`src/rtl/serial_adder_sequencer.sv`:
```
// Operand FIFO, start/done sequencer and result holder for the 8-bit serial adder.
// Define SEQ_TIMEOUT_EN to enable the WAIT-state watchdog and sticky err flag.
`timescale 1ns/1ps
module serial_adder_sequencer #(
    parameter int FIFO_DEPTH     = 4,
    parameter int CNT_W          = 16,
    parameter int TIMEOUT_CYCLES = 16
) (
    input  logic             clk,
    input  logic             rst,
    input  logic             in_valid,
    output logic             in_ready,
    input  logic [7:0]       in_a,
    input  logic [7:0]       in_b,
    output logic             out_valid,
    input  logic             out_ready,
    output logic [7:0]       out_sum,
    output logic [CNT_W-1:0] ops_count,
    output logic             busy,
    output logic             err,
    output logic [7:0]       add_a,
    output logic [7:0]       add_b,
    output logic             add_start,
    output logic             add_rst,
    input  logic [7:0]       add_c,
    input  logic             add_done
);

    localparam int AW = $clog2(FIFO_DEPTH);

    if (FIFO_DEPTH < 2 || (1 << AW) != FIFO_DEPTH || TIMEOUT_CYCLES < 1) begin : g_bad_param
        $error("serial_adder_sequencer: bad parameter");
    end

    typedef enum logic [2:0] {
        S_INIT,
        S_IDLE,
        S_ISSUE,
        S_WAIT,
        S_HOLD
    } state_t;

    state_t state, state_nx;

    logic [7:0]    mem_a [FIFO_DEPTH];
    logic [7:0]    mem_b [FIFO_DEPTH];
    logic [AW-1:0] wptr, rptr;
    logic [AW:0]   cnt;
    logic          push, pop, not_empty, tmo_hit;

    assign not_empty = (cnt != '0);
    assign in_ready  = (cnt != (AW+1)'(FIFO_DEPTH));
    assign push      = in_valid && in_ready;
    assign pop       = (state == S_ISSUE);
    assign add_start = (state == S_ISSUE);
    assign add_rst   = (state == S_INIT) || tmo_hit;
    assign busy      = not_empty || (state != S_IDLE);

    always_ff @(posedge clk or negedge rst) begin
        if (!rst) begin
            wptr <= '0;
            rptr <= '0;
            cnt  <= '0;
            for (int i = 0; i < FIFO_DEPTH; i++) begin
                mem_a[i] <= '0;
                mem_b[i] <= '0;
            end
        end else begin
            if (push) begin
                mem_a[wptr] <= in_a;
                mem_b[wptr] <= in_b;
                wptr        <= wptr + 1'b1;
            end
            if (pop) begin
                rptr <= rptr + 1'b1;
            end
            if (push && !pop) begin
                cnt <= cnt + 1'b1;
            end else if (pop && !push) begin
                cnt <= cnt - 1'b1;
            end
        end
    end

`ifdef SEQ_TIMEOUT_EN
    localparam int TW = $clog2(TIMEOUT_CYCLES) + 1;

    logic [TW-1:0] tmo_cnt;
    logic          err_q;

    assign tmo_hit = (state == S_WAIT) && !add_done &&
                     (tmo_cnt == TW'(TIMEOUT_CYCLES - 1));
    assign err     = err_q;

    always_ff @(posedge clk or negedge rst) begin
        if (!rst) begin
            tmo_cnt <= '0;
            err_q   <= 1'b0;
        end else begin
            if (state == S_WAIT) begin
                tmo_cnt <= tmo_cnt + 1'b1;
            end else begin
                tmo_cnt <= '0;
            end
            if (tmo_hit) begin
                err_q <= 1'b1;
            end
        end
    end
`else
    assign tmo_hit = 1'b0;
    assign err     = 1'b0;
`endif

    always_ff @(posedge clk or negedge rst) begin
        if (!rst) begin
            state <= S_INIT;
        end else begin
            state <= state_nx;
        end
    end

    always_comb begin
        state_nx = state;
        unique case (state)
            S_INIT:  state_nx = S_IDLE;
            S_IDLE:  if (not_empty) state_nx = S_ISSUE;
            S_ISSUE: state_nx = S_WAIT;
            S_WAIT: begin
                if (add_done) begin
                    state_nx = S_HOLD;
                end else if (tmo_hit) begin
                    state_nx = S_IDLE;
                end
            end
            S_HOLD:  if (out_ready) state_nx = S_IDLE;
            default: state_nx = S_INIT;
        endcase
    end

    // Operands load on entry to ISSUE so they are already stable while add_start is high.
    always_ff @(posedge clk or negedge rst) begin
        if (!rst) begin
            add_a     <= '0;
            add_b     <= '0;
            out_valid <= 1'b0;
            out_sum   <= '0;
            ops_count <= '0;
        end else begin
            if (state == S_IDLE && not_empty) begin
                add_a <= mem_a[rptr];
                add_b <= mem_b[rptr];
            end
            if (state == S_WAIT && add_done) begin
                out_sum   <= add_c;
                out_valid <= 1'b1;
            end
            if (state == S_HOLD && out_ready) begin
                out_valid <= 1'b0;
                ops_count <= ops_count + 1'b1;
            end
        end
    end

endmodule

```
`config.mk`:
```
export PLATFORM = sky130hd
export DESIGN_NAME = serial_adder_sequencer
export DESIGN_NICKNAME = d
export VERILOG_FILES = /design/src/rtl/serial_adder_sequencer.sv
export SDC_FILE = /design/constraint.sdc
export NUM_CORES = 1
export LEC_CHECK = 0
export BUFFER_PORTS_ARGS = -buffer_cell sky130_fd_sc_hd__buf_4
export CAP_MARGIN = 25
export CORE_UTILIZATION = 35
export DETAILED_ROUTE_END_ITERATION = 8
export PLACE_DENSITY_LB_ADDON = 0.1
export SLEW_MARGIN = 20
export SYNTH_ARGS = -nofsm -noshare
export SYNTH_HDL_FRONTEND = slang
export SYNTH_SLANG_ARGS = --single-unit
```
`constraint.sdc`:
```
create_clock -name clk -period 5.6 [get_ports clk]
set_input_delay 0.56 -clock clk [delete_from_list [all_inputs] [get_ports clk]]
set_output_delay 0.56 -clock clk [all_outputs]
set_load 0.05 [all_outputs]
```
==> run_results.csv <==
group,metric,value,unit
power,power.leakage,2.764,nW
clocking,path_clk_slew,0.05,ns
floorplanning,core_area,13880,um^2
sta,tightestPinTransition,0.9081,ns
clocking,post_cts_resized,0,
synth,synth-seq-area-share,57.83,%
sta,fin_crit_sh,42.55,%
clocking,cts_hold_buf,0,
final_layout,multiInputGateArea,1989,um^2
sta,hold_viol_final,0,
worst_setup_path,critPathKind,"flip-flop to flip-flop",
detailed_routing,drt_iter0_markers,79,
detailed_routing,via_per_inst,4.767,
clocking,post_cts_buffers,0,
detailed_routing,wl_per_cell,16.16,um
floorplanning,die-width,121.2,um
placement,place_hpwl,6334,um
detailed_routing,first_pass_iters,4,
final_layout,drive_above_1_share,51.18,%
outcome,status,"finished, final reports clean",
clocking,numCtsBuffers,17,
synth,async_reset_ff_share,100.0,%
worst_setup_path,reg2reg_setup_slack,3.22,ns
sta,timing.fmax,419.6,MHz
sta,layout_setup_ws,3.217,ns
placement,io_buffers,73,
worst_setup_path,start_kind,"flip-flop",
clocking,cts_tree,"built",
sta,min_period,2.383,ns
sta,slew_headroom,39.46,%
clocking,clockBufferDepth,2,
final_layout,syn_to_final_growth,24.54,%
global_route,grt_pass1_vias,3062,
global_route,grt_max_degree,59,
synth,synth_nets,365,
floorplanning,die_y,121.2,um
detailed_routing,wirelength,9726,um
floorplanning,rows,43,
synth,synth_cells,329,
clocking,cts_sinks,115,
sta,timing.setup.tns,0,ns
detailed_routing,drc_errors,0,
global_route,grt_overflow_total,0,
floorplanning,dieArea,14700,um^2
worst_setup_path,cp.arrival,2.72,ns
clocking,h-tree-depth,4,
sta,skew,0.005304,ns
worst_setup_path,critPathCaptureType,"flip-flop",
worst_setup_path,worst-path-buf-inv,1,
floorplanning,initial_utilization,35.85,%
global_route,grt_pass1_wl,16280,um
final_layout,fin_nets,446,
placement,post-place-ws,3.082,ns
power,peakVddDrop,252.4,uV
synth,netlist_area,4976,um^2
worst_setup_path,cp.required,5.93,ns
clocking,clkLatencyLatePin,0.41,ns
worst_setup_path,path_delay_family,"adder cells",
global_route,antenna_found_initial,0,
synth,ys_seq_elements,115,
final_layout,fillerInstances,1290,
placement,place.gp.congestion,0.7431,
detailed_routing,drtAntennaViolNets,0,
synth,synth-edff-count,0,
clocking,root_buffer,"clkbuf_16",
power,powerDensity,641.0,nW/um^2
synth,synth-main-ff-cell,"dfrtp_1",
worst_setup_path,rr_endpoint,"cnt[2]",
synth,ys_types,35,
worst_setup_path,crit_chain,"nor2_1, a21boi_1, ha_1, inv_1, fa_1, xor2_1, nor2_1, xor2_1",
synth,avgSynthCellArea,15.12,um^2
worst_setup_path,cp_max_fo,8,
worst_setup_path,cpPeakStageDelay,0.62,ns
sta,rsz0062_at_grt,"no",
final_layout,register_area,2878,um^2
sta,setup_viol,0,
final_layout,num_antenna_cells,0,
global_route,grtUsageTotal,15.16,%
min_path,hold_path_class,"input pin to asynchronous set/reset pin",
floorplanning,ios,75,
worst_setup_path,slowest_stage,"a21boi_1",
worst_setup_path,reg2reg_depth,8,
detailed_routing,routed-via-count,2870,
synth,synth_warnings,0,
run,maxCapViolations,0,
sta,slew_violations,0,
worst_setup_path,reg2reg_from,"cnt[0]",
==> sequential cells by signal, summed over array words and instances, names as in the netlist <==
name	count
state	3
out_sum	8
out_valid	1
ops_count	16
add_a	8
wptr	2
cnt	3
add_b	8
mem_b	32
rptr	2
mem_a	32
==> kinds of logic after synthesis <==
logic type	count (synthesis)	synth area share (%)
buffers and inverters	22	2.187
DFF	115	57.83
muxes	106	27.61
other	1	0.07536
xor gates and xnor gates	21	3.696
and+or+nand+nor	50	5.859
adders and majority gates	7	1.911
AOI/OAI and AO/OA	7	0.8300
==> final cells by class <==
class                           instances  share of cell area [%]
Sequential cell                       115                   46.44
Multi-Input combinational cell        192                   32.10
Timing Repair Buffer                   76                   9.328
Clock buffer                           24                   7.450
Tap cell                              180                   3.634
Clock inverter                          7                  0.5653
Inverter                                8                  0.4846
==> worst register-to-register path, delay by kind of cell, from the launching register on <==
kind                       cells  cell delay [ns]
AOI/OAI and AO/OA              1             0.62
xor gates and xnor gates       2             0.31
and+or+nand+nor                2             0.21
buffers and inverters          1             0.06
adders and majority gates      2             0.68
DFF                            1             0.42
==> stage by stage <==
step / power (mW) / cell area (um^2) / utilization, % / hold WS, ns / instances
finish: 3.972 / 6197 / 44.65 / 0.2275 / 602
detailed placement: 3.110 / 5700 / 41.07 / 0.4770 / 571
floorplan: 2.669 / 4976 / - / 0.2644 / 329
global route: 4.223 / 6197 / 44.65 / 0.2809 / 602
CTS: 4.045 / 6197 / 44.65 / 0.2492 / 602
global placement: 3.060 / 5685 / 40.96 / 0.4616 / 570
==> cells in the final DEF (no fill, tap or decap), types with 2 or more instances in the layout <==
master,instances
clkbuf_1,6
dfrtp_1,115
nand2_2,4
nor2_2,3
inv_1,8
nand2_1,17
mux2_2,88
clkinv_2,7
nor3_1,2
mux2_1,2
xnor2_1,15
clkbuf_16,17
or3_1,2
nand3_1,2
buf_4,75
nor2_1,6
xor2_1,6
ha_1,6
a21oi_1,2
o21ai_0,2
nand4_1,7
mux4_2,16
==> per-layer routing <==
| metal | wire, um | GRT usage (%) |
|---|---|---|
| met1 | 4366 | 19.04 |
| met2 | 4720 | 23.71 |
| met3 | 433 | 4.605 |
| met4 | 206 | 7.407 |
| met5 | 0 | 0 |
==> worst max-delay path by stage <==
stage,start,end,slack (ns),cells after the start
6_report,cnt[0],cnt[2],3.22,8
5_1_grt,cnt[0],cnt[2],3.06,8
4_1_cts,cnt[0],cnt[2],3.19,8
3_5_place_dp,in_valid,cnt[2],3.08,8
3_3_place_gp,in_valid,cnt[2],3.15,8
2_1_floorplan,state[2],cnt[1],2.59,7
==> report_power, final <==
group	internal (mW)	leakage (nW)	total [mW]	switching, mW
sequential	1.21	1.39	1.47	0.253
combinational	0.793	1.12	1.59	0.799
clock	0.566	0.251	0.915	0.349
==> synthesized netlist by cell type (2+ instances only) <==
library cell | count | area (um^2)
or3_1 | 2 | 12.51
nor2_2 | 3 | 18.77
o21ai_0 | 2 | 10.01
mux2_1 | 2 | 22.52
a21oi_1 | 2 | 10.01
xor2_1 | 6 | 52.55
nand2_2 | 4 | 25.02
nand3_1 | 2 | 10.01
buf_2 | 9 | 45.04
dfrtp_1 | 115 | 2878
buf_4 | 2 | 15.01
nor3_1 | 2 | 10.01
mux4_2 | 16 | 360.4
nand2_1 | 17 | 63.81
nand4_1 | 7 | 43.79
mux2_2 | 88 | 991.0
inv_1 | 8 | 30.03
xnor2_1 | 15 | 131.4
nor2_1 | 6 | 22.52
ha_1 | 6 | 75.07
No activity file was read; power rests on OpenSTA's default activity.
